**src/rtl/vga_timing_core.sv**
```systemverilog
// Raster timing generator: scan position, sync pulses, active-video flag, line/frame strobes
// and a wrapping frame counter. Default timing is 640x480 @ 60 Hz.
module vga_timing_core #(
  parameter int unsigned H_DISPLAY = 640,
  parameter int unsigned H_FRONT   = 16,
  parameter int unsigned H_SYNC    = 96,
  parameter int unsigned H_BACK    = 48,
  parameter int unsigned V_DISPLAY = 480,
  parameter int unsigned V_FRONT   = 10,
  parameter int unsigned V_SYNC    = 2,
  parameter int unsigned V_BACK    = 33,
  parameter int unsigned SYNC_NEG  = 1
) (
  input  logic       clk,
  input  logic       rst_n,
  output logic [9:0] hpos,
  output logic [9:0] vpos,
  output logic       hsync,
  output logic       vsync,
  output logic       display_on,
  output logic       line_start,
  output logic       frame_start,
  output logic [7:0] frame_count
);

  localparam int unsigned HTotal     = H_DISPLAY + H_FRONT + H_SYNC + H_BACK;
  localparam int unsigned VTotal     = V_DISPLAY + V_FRONT + V_SYNC + V_BACK;
  localparam int unsigned HSyncStart = H_DISPLAY + H_FRONT;
  localparam int unsigned HSyncEnd   = HSyncStart + H_SYNC;
  localparam int unsigned VSyncStart = V_DISPLAY + V_FRONT;
  localparam int unsigned VSyncEnd   = VSyncStart + V_SYNC;
  localparam bit          SyncInv    = (SYNC_NEG != 0);

  localparam logic [9:0] HLast = 10'(HTotal - 1);
  localparam logic [9:0] VLast = 10'(VTotal - 1);

  logic [9:0] hpos_q, hpos_d;
  logic [9:0] vpos_q, vpos_d;
  logic [7:0] frame_count_q, frame_count_d;
  logic       running_q, running_d;
  logic       hsync_act, vsync_act;

  // The first released edge only arms the scan, so position 0,0 is presented as a full cycle.
  always_comb begin
    hpos_d        = hpos_q;
    vpos_d        = vpos_q;
    frame_count_d = frame_count_q;
    running_d     = 1'b1;
    if (running_q) begin
      if (hpos_q == HLast) begin
        hpos_d = 10'd0;
        if (vpos_q == VLast) begin
          vpos_d        = 10'd0;
          frame_count_d = frame_count_q + 8'd1;
        end else begin
          vpos_d = vpos_q + 10'd1;
        end
      end else begin
        hpos_d = hpos_q + 10'd1;
      end
    end
  end

  always_ff @(posedge clk) begin
    if (!rst_n) begin
      hpos_q        <= 10'd0;
      vpos_q        <= 10'd0;
      frame_count_q <= 8'd0;
      running_q     <= 1'b0;
    end else begin
      hpos_q        <= hpos_d;
      vpos_q        <= vpos_d;
      frame_count_q <= frame_count_d;
      running_q     <= running_d;
    end
  end

  always_comb begin
    hsync_act   = running_q && (hpos_q >= 10'(HSyncStart)) && (hpos_q < 10'(HSyncEnd));
    vsync_act   = running_q && (vpos_q >= 10'(VSyncStart)) && (vpos_q < 10'(VSyncEnd));
    hsync       = hsync_act ^ SyncInv;
    vsync       = vsync_act ^ SyncInv;
    display_on  = running_q && (hpos_q < 10'(H_DISPLAY)) && (vpos_q < 10'(V_DISPLAY));
    line_start  = running_q && (hpos_q == 10'd0);
    frame_start = running_q && (hpos_q == 10'd0) && (vpos_q == 10'd0);
  end

  assign hpos        = hpos_q;
  assign vpos        = vpos_q;
  assign frame_count = frame_count_q;

endmodule

```
**config.mk**
```make
export PLATFORM = sky130hd
export DESIGN_NAME = vga_timing_core
export DESIGN_NICKNAME = d
export VERILOG_FILES = /design/src/rtl/vga_timing_core.sv
export SDC_FILE = /design/constraint.sdc
export NUM_CORES = 1
export LEC_CHECK = 0
export CAP_MARGIN = 10
export CORE_UTILIZATION = 53
export DETAILED_ROUTE_END_ITERATION = 6
export PLACE_DENSITY_LB_ADDON = 0.25
export SLEW_MARGIN = 20
export SYNTH_ARGS = -nofsm -noshare
export SYNTH_HDL_FRONTEND = slang
export SYNTH_SLANG_ARGS = --single-unit
```
**constraint.sdc**
```tcl
create_clock -name clk -period 3.2 [get_ports clk]
set_input_delay 0.96 -clock clk [delete_from_list [all_inputs] [get_ports clk]]
set_output_delay 0.96 -clock clk [all_outputs]
set_load 0.005 [all_outputs]
```
Word level (Yosys, flattened, before mapping)

Cells that the tools add are included.

Output and inout bits: 33
Bits of input ports: 2
Word-level logic and storage cells: 32
Register bits after elaboration: 29

Reductions and logical operators: 12
Bitwise operators: 2
Add/subtract/negate cells: 3
Equal/unequal tests: 2
$lt $le $gt $ge: 6
Mux-type cells: 3

Operators by type and width:

| kind                                                                | count |
|---|---|
| adder 10 x 1 -> 10 bit (second input constant)                      | 2 |
| equality test 10 bit (second input constant)                        | 2 |
| zero test 10 bit                                                    | 2 |
| less-than comparator 10 bit (second input constant)                 | 2 |
| less-than comparator 10 x 9 -> 1 bit (second input constant)        | 2 |
| 2-to-1 mux 10 bit                                                   | 2 |
| greater-or-equal comparator 10 bit (second input constant)          | 1 |
| greater-or-equal comparator 10 x 9 -> 1 bit (second input constant) | 1 |
| adder 8 x 1 -> 8 bit (second input constant)                        | 1 |
| logical AND 1 bit                                                   | 8 |
| AND reduction 3 bit                                                 | 1 |
| inverter 1 bit                                                      | 2 |
| AND reduction 2 bit                                                 | 1 |
| 2-to-1 mux 1 bit                                                    | 1 |

Longest topological paths before layout

Depth after elaboration: 4
Depth in mapped cells: 7
Mapped depth without buffers: 6

Worst setup path after synthesis

No wires, ideal clock.

Path kind: register to output
Start: reg hpos_q[0], in the netlist hpos[0]
End: out frame_start
Stages on the path, launching flop included: 7
Setup slack: 0.973 ns
Data required time: 2.240 ns
Buffers on the path: 0
Data arrival time: 1.267 ns
Cells stage by stage: dfxtp_1 -> inv_1 -> ha_1 -> nor4b_1 -> nand3_1 -> nor3_1 -> and4_1

Word-level cells in the longest chain between the ends: 3

Ends and longest elaborated chain:

| element                | RTL line | source |
|---|---|---|
| from (decl)            | 37       | `logic [9:0] hpos_q, hpos_d;` |
| from (signal assigned) | 71       | `hpos_q <= hpos_d;` |
| zero test 10 bit       | -        |  |
| logical AND 1 bit      | -        |  |
| via line_start         | 21       | `output logic line_start,` |
| logical AND 1 bit      | 85       | `frame_start = running_q && (hpos_q == 10'd0) && (vpos_q == 10'd0);` |
| to (decl)              | 22       | `output logic frame_start,` |

The timed path passes the listed nets, and every way through them passes these cells.

Final worst setup path

Start: reg hpos_q[0], in the netlist hpos[0]
End: out line_start

Word-level cells in the longest chain between the ends: 2

Ends and longest elaborated chain:

| element           | RTL line | source |
|---|---|---|
| zero test 10 bit  | 84       | `line_start = running_q && (hpos_q == 10'd0);` |
| logical AND 1 bit | 84       |  |
| to (decl)         | 21       |  |

Every way passes these cells.

==> out/results.txt <==
status: finished, final reports clean
clock skew: 5.53 ps
Port Buf Inserts: 34
Pleak: 0.614 nW
1st-iter DRT viols: 69
reg2reg setup slack: 880 ps
most common cell in the netlist: dfxtp_1
VDD IR max: 0.000321 V
clock net sink count: 29
reg2reg path depth: 5
routability cong.: 0.838
# Post-CTS Setup Buffers: 0
WHS: 498 ps
worst setup margin: 208 ps
post-route setup TNS: 0 ps
reg2reg start: hpos[1]
Slew Viols, Final: 0
Core Region: 2760 sq um
DP Cell Count: 244
CTS tree: yes
number of global-route vias before repair: 1415
Synth top cells by count: 29 x dfxtp_1, 18 x a21oi_1, 13 x nor2_1, 12 x nand2_1, 10 x inv_1
# hold bufs at CTS: 0
Die Area: 3140 sq um
endpoints failing setup: 0
DP Area: 1880 sq um
Max Cap Viol: 0
GRT overflow: 0
critical-path cell list: inv_1 > ha_1 > nor4b_2 > nand3_1 > nor3_2 > clkdlybuf4s50_1
Initial Utilization: 56.1%
Syn Inst Count: 187
Setup crit end kind: primary output
CTS H-tree depth: 2
hpwl dp: 2630 um
Top FF cell, synth: dfxtp_1
area delta synth->final: 26.4%
first-pass GRT wire length: 6490 um
Slowest-stage cell, CP: clkdlybuf4s50_1
share of cells above drive strength 1: 7.69%
CTS root buf: clkbuf_4
clock insertion delay at the later pin of the skew report: 340 ps
reg2reg end: vpos[4]
CP endpoint: line_start
Total Nets Final: 228
synth top area cells: dfxtp_1 38%, a21oi_1 5.8%, ha_1 4.9%
GRT Total Usage: 26.6%
Yosys cell types: 34
WP data required: 2240 ps
CTS Buf Count: 5
post-route ant nets: 0
achievable clock frequency: 334 MHz
Synthesized Nets: 195
CTS max path bufs: 2
share of synthesized registers carrying an async set or reset: 0%
non-filler instance count after layout: 252
I/O pin total: 35
Rel. slew slack: 55.4%
routed via count: 1533
Yosys top cell area share: 37.5%
final core occ: 70.9%
number of diodes: 0
synthesized area: 1550 sq um
die span in y: 56.0 um
crit path DAT: 2030 ps
final hold viol count: 0
Initial DRT Pass Iterations: 4
Power Total: 619 uW
slowest stage delay, CP: 550 ps
pre-CTS setup slack: 367 ps
fillers: 225
pin count of the biggest net entering global routing: 30
register area share after synthesis: 37.5%
number of enable flip-flop cells after synthesis: 0
dominant cell type by area after synthesis: dfxtp_1
initial antenna violation count: 0
Final Critical Period: 2990 ps
Pwr Density: 317 nW/um^2
post-DR wirelength/cell: 15.1 um
RSZ-0062 raised after global routing: false
clk slew on worst S/H paths: 90 ps
Worst-Margin Slew: 664 ps
FF+latch count, synth: 29
final period utilization: 93.5%
Chip Width: 56.0 um
Ys Warns: 0
Critical Path Start: hpos[0]
CP Class: flip-flop to primary output
# rows: 19
Worst Hold Class: flip-flop to flip-flop
Post-route DRC: 0
critical-path maximum fanout: 5
DR vias/cell: 6.08
cell area after layout: 1950 sq um
crit start category: flip-flop
synthesized area per cell: 8.27 sq um
final wirelength: 3800 um
[cell type report]
class                   instances  area [sq um]  area share (%)
well taps                      31          38.8            1.98
inverters                      10          37.5            1.92
clock inverters                 2          10.0           0.512
multi-input cells             139           890            45.5
repair buffers                 35           350            17.9
clock buffers                   6          41.3            2.11
flip-flops and latches         29           587            30.0
[logic make-up after synthesis]
group           count (synthesis)  synth area share, %
compound gates                 39                 14.6
xor+xnor                       10                 5.66
buf+inv                        19                 5.66
simple gates                   84                 31.6
flops                          29                 37.5
fa+ha+maj                       6                 4.85
[cell usage in the layout, fill, tap and decap left out, types with 2 or more instances in the layout]
master	Yosys	layout
clkbuf_4	0	5
nand2b_1	2	2
dfxtp_2	0	2
o31ai_1	8	8
dfxtp_1	29	26
and2_1	2	2
nand2_1	12	12
inv_1	10	10
a21oi_1	18	18
or4_1	8	8
and4_1	3	3
nor3_1	5	4
xnor2_1	6	6
or3_1	7	7
clkinv_2	0	2
ha_1	6	6
nor4_1	3	3
nor2b_1	3	3
or4_4	2	2
o311ai_0	2	2
nor2_1	13	13
nand4_1	8	8
xor2_1	4	4
clkdlybuf4s50_1	0	33
nand3_1	9	9
o21ai_0	9	9
[repair_timing]
item	CTS	global route
setup endpoints to repair	1	2
resized for setup	1	6
endpoints found under the hold margin	0	0
pin swaps	0	3
[flip-flops by register name (all words and copies together) (netlist names)]
signal / cells
frame_count: 8
hpos: 10
running_q: 1
vpos: 10
[critical path, delay by kind of cell (launching register included)]
kind                     cells  cell delay, ps
adder cells (fa/ha/maj)      1             140
buffers and inverters        2             630
flip-flops                   1             370
AND/OR/NAND/NOR              3             560
[how the worst min path moves through the flow]
| stage | from | to | slack, ps | cells after the start |
|---|---|---|---|---|
| 2_1_floorplan | frame_count[7] | frame_count[7] | 470 | 2 |
| 3_3_place_gp | frame_count[7] | frame_count[7] | 460 | 2 |
| 3_5_place_dp | frame_count[5] | frame_count[5] | 490 | 2 |
| 4_1_cts | frame_count[5] | frame_count[5] | 500 | 2 |
| 5_1_grt | frame_count[7] | frame_count[7] | 530 | 2 |
| 6_report | frame_count[5] | frame_count[5] | 500 | 2 |
[per-layer routing]
layer  vias to the layer above  global-route usage [%]  wire, um
met4                         0                    13.6        93
met3                        10                    5.58       214
met5                         -                       0         0
met2                        52                    43.7      1860
li1                        755                       -         -
met1                       716                    32.7      1630
[report_power, final]
part,total [mW],switching [mW],internal (mW)
Sequential,0.368,0.00475,0.363
Combinational,0.0326,0.0162,0.0164
Clock,0.218,0.135,0.0834
Total,0.619,0.156,0.463
(Power assumes the default switching activity.)
